[src/rtl/atm_session_ctrl.sv]
// -----------------------------------------------------------------------------
// atm_session_ctrl
//
// Sequences one ATM session from card insertion to card return: PIN
// verification through an external verifier (with bounded retries and card
// retention), inactivity timeouts in the two user-wait states, a balance check,
// the cash-dispenser handshake and the account balance write-back.
//
// Optional feature (compile-time macro ATM_DAILY_LIMIT_EN):
//   When defined, adds the day_clr input, the DAILY_LIMIT parameter and an
//   accumulator of dispensed amounts. A withdrawal is refused in CHECK when it
//   would push the accumulated total above DAILY_LIMIT. When undefined, none of
//   this exists.
//
// Ports:
//   clk          in   rising-edge clock
//   reset_n      in   synchronous active-low reset
//   card_insert  in   level, card present in the slot
//   pin_enter    in   pulse, PIN entry complete
//   cancel       in   pulse, user abort
//   pin_req      out  level, high for the whole VERIFY state
//   pin_ack      in   verifier response strobe
//   pin_match    in   verifier result, valid with pin_ack
//   txn_confirm  in   pulse, withdrawal confirmed (latches txn_amount)
//   txn_amount   in   requested amount
//   balance      in   current account balance
//   disp_start   out  pulse, dispense request
//   disp_done    in   dispenser success strobe
//   disp_fault   in   dispenser failure strobe
//   balance_we   out  pulse, balance write strobe
//   new_balance  out  balance - amount, valid with balance_we (0 otherwise)
//   txn_complete out  pulse, successful withdrawal
//   txn_failed   out  pulse, session failed
//   card_eject   out  pulse, card returned
//   card_retain  out  pulse, card kept
//   tries        out  failed PIN attempts this session
//   state_o      out  current state encoding
//   day_clr      in   pulse, clears the daily accumulator (ATM_DAILY_LIMIT_EN)
// -----------------------------------------------------------------------------
module atm_session_ctrl #(
  parameter int AMT_W       = 16,
  parameter int MAX_TRIES   = 3,
  parameter int TIMEOUT_CYC = 1000
`ifdef ATM_DAILY_LIMIT_EN
  ,
  parameter int DAILY_LIMIT = 500
`endif
) (
  input  logic             clk,
  input  logic             reset_n,
  input  logic             card_insert,
  input  logic             pin_enter,
  input  logic             cancel,
  output logic             pin_req,
  input  logic             pin_ack,
  input  logic             pin_match,
  input  logic             txn_confirm,
  input  logic [AMT_W-1:0] txn_amount,
  input  logic [AMT_W-1:0] balance,
  output logic             disp_start,
  input  logic             disp_done,
  input  logic             disp_fault,
  output logic             balance_we,
  output logic [AMT_W-1:0] new_balance,
  output logic             txn_complete,
  output logic             txn_failed,
  output logic             card_eject,
  output logic             card_retain,
  output logic [2:0]       tries,
  output logic [2:0]       state_o
`ifdef ATM_DAILY_LIMIT_EN
  ,
  input  logic             day_clr
`endif
);

  localparam int TIMER_W = $clog2(TIMEOUT_CYC);

  typedef enum logic [2:0] {
    S_IDLE     = 3'd0,
    S_WAIT_PIN = 3'd1,
    S_VERIFY   = 3'd2,
    S_WAIT_TXN = 3'd3,
    S_CHECK    = 3'd4,
    S_DISPENSE = 3'd5,
    S_EJECT    = 3'd6,
    S_RETAIN   = 3'd7
  } state_t;

  state_t             state_q, state_d;
  logic [2:0]         tries_q, tries_d;
  logic [TIMER_W-1:0] timer_q, timer_d;
  logic [AMT_W-1:0]   amount_q, amount_d;

  logic               pin_req_q, pin_req_d;
  logic               disp_start_q, disp_start_d;
  logic               balance_we_q, balance_we_d;
  logic [AMT_W-1:0]   new_balance_q, new_balance_d;
  logic               txn_complete_q, txn_complete_d;
  logic               txn_failed_q, txn_failed_d;
  logic               card_eject_q, card_eject_d;
  logic               card_retain_q, card_retain_d;

  logic               timeout;
  logic               over_limit;

  // The timer counts cycles already spent in the current wait state, so the
  // last allowed cycle is the one where it reads TIMEOUT_CYC-1.
  assign timeout = (timer_q == TIMER_W'(TIMEOUT_CYC - 1));

`ifdef ATM_DAILY_LIMIT_EN
  localparam logic [AMT_W+1:0] LIMIT = (AMT_W + 2)'(DAILY_LIMIT);

  logic [AMT_W:0] accum_q, accum_d;

  // One extra bit on the sum so accum + amount cannot wrap before the compare.
  assign over_limit = ({1'b0, accum_q} + {2'b00, amount_q}) > LIMIT;

  // The add happens while txn_complete is visible; amount_q is still the
  // dispensed amount then. A coincident day_clr drops the old total but keeps
  // this withdrawal.
  always_comb begin
    accum_d = (day_clr ? {(AMT_W + 1){1'b0}} : accum_q)
            + (txn_complete_q ? {1'b0, amount_q} : {(AMT_W + 1){1'b0}});
  end
`else
  assign over_limit = 1'b0;
`endif

  always_comb begin
    state_d        = state_q;
    tries_d        = tries_q;
    timer_d        = timer_q;
    amount_d       = amount_q;
    disp_start_d   = 1'b0;
    balance_we_d   = 1'b0;
    new_balance_d  = '0;
    txn_complete_d = 1'b0;
    txn_failed_d   = 1'b0;
    card_eject_d   = 1'b0;
    card_retain_d  = 1'b0;

    unique case (state_q)
      S_IDLE: begin
        if (card_insert) begin
          state_d = S_WAIT_PIN;
          tries_d = '0;
          timer_d = '0;
        end
      end

      S_WAIT_PIN: begin
        timer_d = timer_q + 1'b1;
        if (!card_insert) begin
          state_d      = S_IDLE;
          txn_failed_d = 1'b1;
        end else if (cancel) begin
          state_d      = S_EJECT;
          txn_failed_d = 1'b1;
          card_eject_d = 1'b1;
        end else if (pin_enter) begin
          state_d = S_VERIFY;
        end else if (timeout) begin
          state_d      = S_EJECT;
          txn_failed_d = 1'b1;
          card_eject_d = 1'b1;
        end
      end

      // No timeout here: the verifier is trusted to answer eventually.
      S_VERIFY: begin
        if (!card_insert) begin
          state_d      = S_IDLE;
          txn_failed_d = 1'b1;
        end else if (pin_ack) begin
          if (pin_match) begin
            state_d = S_WAIT_TXN;
            timer_d = '0;
          end else begin
            tries_d = tries_q + 3'd1;
            if (tries_d == 3'(MAX_TRIES)) begin
              state_d       = S_RETAIN;
              txn_failed_d  = 1'b1;
              card_retain_d = 1'b1;
            end else begin
              state_d = S_WAIT_PIN;
              timer_d = '0;
            end
          end
        end
      end

      S_WAIT_TXN: begin
        timer_d = timer_q + 1'b1;
        if (!card_insert) begin
          state_d      = S_IDLE;
          txn_failed_d = 1'b1;
        end else if (cancel) begin
          state_d      = S_EJECT;
          txn_failed_d = 1'b1;
          card_eject_d = 1'b1;
        end else if (txn_confirm) begin
          state_d  = S_CHECK;
          amount_d = txn_amount;
        end else if (timeout) begin
          state_d      = S_EJECT;
          txn_failed_d = 1'b1;
          card_eject_d = 1'b1;
        end
      end

      S_CHECK: begin
        if (!card_insert) begin
          state_d      = S_IDLE;
          txn_failed_d = 1'b1;
        end else if ((amount_q == '0) || (amount_q > balance) || over_limit) begin
          state_d      = S_EJECT;
          txn_failed_d = 1'b1;
          card_eject_d = 1'b1;
        end else begin
          state_d      = S_DISPENSE;
          disp_start_d = 1'b1;
        end
      end

      // Card removal is deliberately ignored: cash may already be moving.
      S_DISPENSE: begin
        if (disp_fault) begin
          state_d      = S_EJECT;
          txn_failed_d = 1'b1;
          card_eject_d = 1'b1;
        end else if (disp_done) begin
          state_d        = S_EJECT;
          balance_we_d   = 1'b1;
          new_balance_d  = balance - amount_q;
          txn_complete_d = 1'b1;
          card_eject_d   = 1'b1;
        end
      end

      S_EJECT, S_RETAIN: begin
        if (!card_insert) begin
          state_d = S_IDLE;
        end
      end

      default: state_d = S_IDLE;
    endcase

    // Registered from the next state so the request drops on the same edge
    // that leaves VERIFY, including an abort on card removal.
    pin_req_d = (state_d == S_VERIFY);
  end

  always_ff @(posedge clk) begin
    if (!reset_n) begin
      state_q        <= S_IDLE;
      tries_q        <= '0;
      timer_q        <= '0;
      amount_q       <= '0;
      pin_req_q      <= 1'b0;
      disp_start_q   <= 1'b0;
      balance_we_q   <= 1'b0;
      new_balance_q  <= '0;
      txn_complete_q <= 1'b0;
      txn_failed_q   <= 1'b0;
      card_eject_q   <= 1'b0;
      card_retain_q  <= 1'b0;
`ifdef ATM_DAILY_LIMIT_EN
      accum_q        <= '0;
`endif
    end else begin
      state_q        <= state_d;
      tries_q        <= tries_d;
      timer_q        <= timer_d;
      amount_q       <= amount_d;
      pin_req_q      <= pin_req_d;
      disp_start_q   <= disp_start_d;
      balance_we_q   <= balance_we_d;
      new_balance_q  <= new_balance_d;
      txn_complete_q <= txn_complete_d;
      txn_failed_q   <= txn_failed_d;
      card_eject_q   <= card_eject_d;
      card_retain_q  <= card_retain_d;
`ifdef ATM_DAILY_LIMIT_EN
      accum_q        <= accum_d;
`endif
    end
  end

  assign pin_req      = pin_req_q;
  assign disp_start   = disp_start_q;
  assign balance_we   = balance_we_q;
  assign new_balance  = new_balance_q;
  assign txn_complete = txn_complete_q;
  assign txn_failed   = txn_failed_q;
  assign card_eject   = card_eject_q;
  assign card_retain  = card_retain_q;
  assign tries        = tries_q;
  assign state_o      = state_q;

endmodule

[config.mk]
export PLATFORM = sky130hd
export DESIGN_NAME = atm_session_ctrl
export DESIGN_NICKNAME = d
export VERILOG_FILES = /design/src/rtl/atm_session_ctrl.sv
export SDC_FILE = /design/constraint.sdc
export NUM_CORES = 1
export LEC_CHECK = 0
export CAP_MARGIN = 10
export CORE_MARGIN = 3
export CORE_UTILIZATION = 40
export DETAILED_ROUTE_END_ITERATION = 10
export PLACE_DENSITY = 0.66
export RECOVER_POWER = 50
export SLEW_MARGIN = 20
export SYNTH_ARGS = -nofsm -noshare
export SYNTH_HDL_FRONTEND = slang
export SYNTH_SLANG_ARGS = --single-unit
export TNS_END_PERCENT = 10
[constraint.sdc]
create_clock -name clk -period 3.3 [get_ports clk]
set_clock_uncertainty 0.2 [all_clocks]
set_input_delay 0.66 -clock clk [delete_from_list [all_inputs] [get_ports clk]]
set_output_delay 0.66 -clock clk [all_outputs]
set_load 0.02 [all_outputs]
; ---- Yosys cells after proc, flatten, opt, wreduce, memory -nomap -nowiden
; Index checks and enable logic that the tools add are counted.
[totals]
register_bits = 54
input_bits = 42
out_inout_bits = 29
wordCells = 99
[classes]
n_addsub = 3
n_lt_le_gt_ge = 1
n_eq_ne = 15
muxes = 51
bitwise = 4
reduce_logical = 14
[op_table]
columns = cell, n
row1 = $mux 3, 20
row2 = $mux 10, 5
row3 = $pmux 10 s3, 1
row4 = $pmux 3 s7, 1
row5 = $mux 1, 20
row6 = $gt 16x16->1, 1
row7 = $logic_not 16->1, 1
row8 = $sub 16x16->16, 1
row9 = $eq 3x2->1 const B, 4
row10 = $eq 3x3->1 const B, 4
row11 = $add 10x1->10 const B, 1
row12 = $eq 10x10->1 const B, 1
row13 = $reduce_and 5->1, 2
row14 = $ne 2x2->1 const B, 4
row15 = $pmux 3 s2, 1
row16 = $reduce_and 3->1, 2
row17 = $pmux 1 s5, 1
row18 = $not 1->1, 4
row19 = $pmux 1 s4, 1
row20 = $reduce_and 4->1, 1
row21 = $reduce_or 2->1, 2
row22 = $reduce_or 4->1, 1
row23 = $add 3x1->3 const B, 1
row24 = $eq 3x1->1 const B, 1
row25 = other kinds (7), 7

; ---- Longest topological paths before layout
[logic_depth]
word_depth = 8
depth_mapped = 9
depth_no_buf = 9

; ---- Worst setup path before layout
; Ideal clock, no wire load.
[synth_timing]
kind = input port to flip-flop
from = input balance[7]
to = register pin_req_q, in the netlist pin_req
setup_time_ns = 0.060
t_arrival_ns = 2.314
required_ns = 3.040
slack_ns = 0.727
path_stages = 7
path_buffers = 0
cell_sequence = ha_1 > a21o_1 > or3_4 > o211a_1 > or3_1 > o21ai_2 > and3b_1
[synth_between]
elab_chain_cells = 6
[synth_rtl]
columns = element, line_no
row1 = from (decl), 59  ; input logic [AMT_W-1:0] balance,
row2 = $gt 16x16->1, 216  ; end else if ((amount_q == '0) || (amount_q > balance) || over_limit) begin
row3 = $logic_or 1x1->1, 216
row4 = $mux 2, 216
row5 = $mux 3, 213  ; if (!card_insert) begin
row6 = $pmux 3 s7, 143  ; unique case (state_q)
row7 = $eq 3x2->1, 252  ; pin_req_d = (state_d == S_VERIFY);
row8 = to (signal assigned), 277  ; pin_req_q <= pin_req_d;
row9 = to (decl), 95  ; logic pin_req_q, pin_req_d;
; Every way passes these cells.
; A chain may end at the register's enable or synchronous reset.

; ---- Worst setup path in the final report
[layout_timing]
from = input balance[0]
to = register new_balance_q[10], in the netlist new_balance[10]
[layout_between]
elab_chain_cells = 1
[layout_rtl]
columns = element, line_no
row1 = $sub 16x16->16, 235  ; new_balance_d = balance - amount_q;
row2 = to (signal assigned), 280  ; new_balance_q <= new_balance_d;
row3 = to (decl), 98  ; logic [AMT_W-1:0] new_balance_q, new_balance_d;
; Every way passes these cells.

==> summary.md <==
| Metric | Value |
|---|---|
| Status | `finished clean` |
| Total negative slack | `0 ps` |
| Critical path type | `input pin to flip-flop` |
| Initial antenna violation count | `0` |
| Final hold vios | `0` |
| Net Sw Frac | `0.286` |
| Final Wtd Congestion | `0.890` |
| Crit share post-route | `0.855` |
| Max FO, Critical Path | `3` |
| Post-synth EDFFs | `0` |
| Setup ws final | `478 ps` |
| Post-synthesis sequential area ratio | `0.336` |
| Post-synthesis instance area | `0.00322 mm2` |
| DR pass1 iterations | `6` |
| Antenna Cells | `0` |
| WP data arrival | `2810 ps` |
| Share of cells above drive strength 1 | `0.0413` |
| TritonCTS clock tree | `done` |
| Power per cell area | `318 mW/mm2` |
| Cell accounting for the most synthesized area | `dfxtp_1` |
| Largest net degree at the start of global routing | `24` |
| Peak VDD IR | `0.145 mV` |
| Overall Global Routing Usage | `0.184` |
| Clock slew at reported path FFs | `100 ps` |
| CTS Buffer Depth | `2` |
| Root Driver | `clkbuf_8` |
| Critical path endpoint category | `flip-flop` |
| Psw | `373 uW` |
| DR iter-0 viols | `143` |
| CP Launch Type | `input pin` |
| Num CTS Buffers | `5` |
| First-pass GRT wire length | `13400 um` |
| Hold WC Path Type | `flip-flop to flip-flop` |
| Worst Hold Margin | `277 ps` |
| Average wire per standard cell | `13.5 um` |
| Syn Area/Cell | `7.76 um2` |
| Die Footprint | `0.00916 mm2` |
| Layout Nets | `546` |
| CP bufs+invs | `3` |
| Clock Power Share | `0.288` |
| Vias | `3071` |
| Worst Path Required | `3280 ps` |
| Internal power | `933 uW` |
| Share of the synthesized area in the top cell type | `0.336` |
| Final wirelength | `7920 um` |
| Gr ovfl total | `0` |
| Fin. max-slew vios | `0` |
| Syn Inst Count | `415` |
| Crit-path cells | `clkdlybuf4s50_1 -> inv_1 -> ha_1 -> fa_1 -> nor2b_1 -> o31a_1 -> clkbuf_1 -> o21a_1 -> a31oi_1 -> xor2_1 -> nor2_1` |
| Vias per cell | `5.24` |
| Number of port buffers | `70` |
| Row count | `32` |
| Dpl hpwl | `6160 um` |
| Vias in the first global route | `2941` |
| Most frequent cells in the layout | `dfxtp_1 (54), nand2_1 (49), nor2_1 (46)` |
| Resized Gates After CTS | `0` |
| CP max stage delay | `450 ps` |
| Post-synth cell types | `56` |
| Post-synthesis register bit count | `54` |
| H-tree depth | `2` |
| Fmax | `0.354 GHz` |
| Max Cap Viol | `0` |
| Number of hold buffers added after cts | `0` |
| RSZ-0062 raised after global routing | `no` |
| Fillers | `771` |
| Die H | `95.7 um` |
| Slew at the pin closest to its max-slew limit | `757 ps` |
| # clock sinks | `54` |
| Drt drc | `0` |
| Reg power frac | `0.510` |
| Leak | `0.00162 uW` |
| CP top delay family | `buffers and inverters` |
| CP max-delay cell | `clkdlybuf4s50_1` |
| Post-CTS Setup Inserts | `0` |
| Comb pwr share | `0.202` |
| Synth area leaders | `dfxtp_1 (34%), ha_1 (7.8%), nand2_1 (5.7%)` |
| Detail Route Antenna Nets | `0` |
| Commonest non-fill, non-tap cell in the layout | `dfxtp_1` |
| Worst-Skew Late Latency | `320 ps` |
| Core area | `0.00777 mm2` |
| Place WS | `152 ps` |
| Fin crit period | `2820 ps` |
| Boundary pin count | `71` |
| Final setup violation count | `0` |
| Top_reg_cell synth | `dfxtp_1` |
| Slew Limit Headroom | `0.496` |
| Initial Util | `0.414` |
| Synth-to-layout area growth | `27.6%` |
| Yosys warning count | `0` |
| Post-Syn Nets | `478` |
| Synth async-reset ratio | `0` |
| Die Wd | `95.7 um` |
-- power groups by stage --
| stage | registers, uW | logic, uW | clock network (uW) |
|---|---|---|---|
| 2_1_floorplan | 684 | 158 | 0 |
| 3_3_place_gp | 680 | 265 | 0 |
| 3_5_place_dp | 681 | 266 | 0 |
| 4_1_cts | 666 | 267 | 394 |
| 5_1_grt | 667 | 295 | 413 |
| 6_report | 665 | 264 | 377 |
-- worst register-to-register path, stage by stage, from the launching register on --
cell and delay [ps]:
dfxtp_1 390, inv_1 80, ha_1 320, a21o_1 210, or3_4 340, o211a_1 230, or3_1 340, o21ai_2 160
and3b_1 160
-- cell type report --
class                   count  area (um2)  area share
clock buffers               5        68.8      0.0168
repair buffers             78         749       0.182
clock inverters             3        21.3     0.00518
multi-input cells         318        1960       0.478
well taps                 102         128      0.0311
inverters                  26        97.6      0.0238
flip-flops and latches     54        1080       0.263
-- cells in the mapped netlist (all sizes together) (11+ instances only) --
master / number
o21ai: 17
nand2: 49
nand3: 12
ha: 20
nor3: 11
nor2: 46
xor2: 12
a21oi: 36
inv: 26
dfxtp: 54
-- cell families (layout without fill, tap and decap cells) --
logic type / count (synthesis) / in the layout / share of synthesized area
buffers and inverters: 43 / 112 / 0.0548
adder cells (fa/ha/maj): 21 / 21 / 0.0839
AO/OA/AOI/OAI: 100 / 100 / 0.199
multiplexers: 2 / 2 / 0.00622
AND/OR/NAND/NOR: 180 / 180 / 0.279
flip-flops: 54 / 54 / 0.336
XOR/XNOR: 15 / 15 / 0.0408
-- flip-flops by register name (all words and copies together) (netlist names), 3 cells and up --
signal       flops
amount_q        16
new_balance     16
timer_q         10
state_o          3
tries            3
-- through the flow --
step            util  total power [uW]  instance area, um2  std cells
2_1_floorplan      -               842                3220        415
3_3_place_gp   0.519               946                4030        578
3_5_place_dp   0.519               946                4030        578
4_1_cts        0.530              1330                4120        586
5_1_grt        0.529              1370                4110        586
6_report       0.529              1310                4110        586
-- final timing paths --
kind / startpoint / end / slack (ps) / depth (start not counted)
min: amount_q[15]$_SDFFE_PN0P_ / amount_q[15]$_SDFFE_PN0P_ / 280 / 2
max: balance[0] / new_balance[10]$_SDFF_PP0_ / 480 / 11
min reg2reg: amount_q[15]$_SDFFE_PN0P_ / amount_q[15]$_SDFFE_PN0P_ / 280 / 2
max reg2reg: amount_q[7]$_SDFFE_PN0P_ / pin_req$_SDFF_PN0_ / 820 / 8
-- routing by layer --
layer,track usage,wire [um],vias to the layer above
met5,0,0,-
met4,0.0557,109,0
met3,0.0422,436,8
met2,0.316,3790,83
met1,0.230,3590,1378
li1,-,-,1602
No activity file was read; power rests on OpenSTA's default activity.
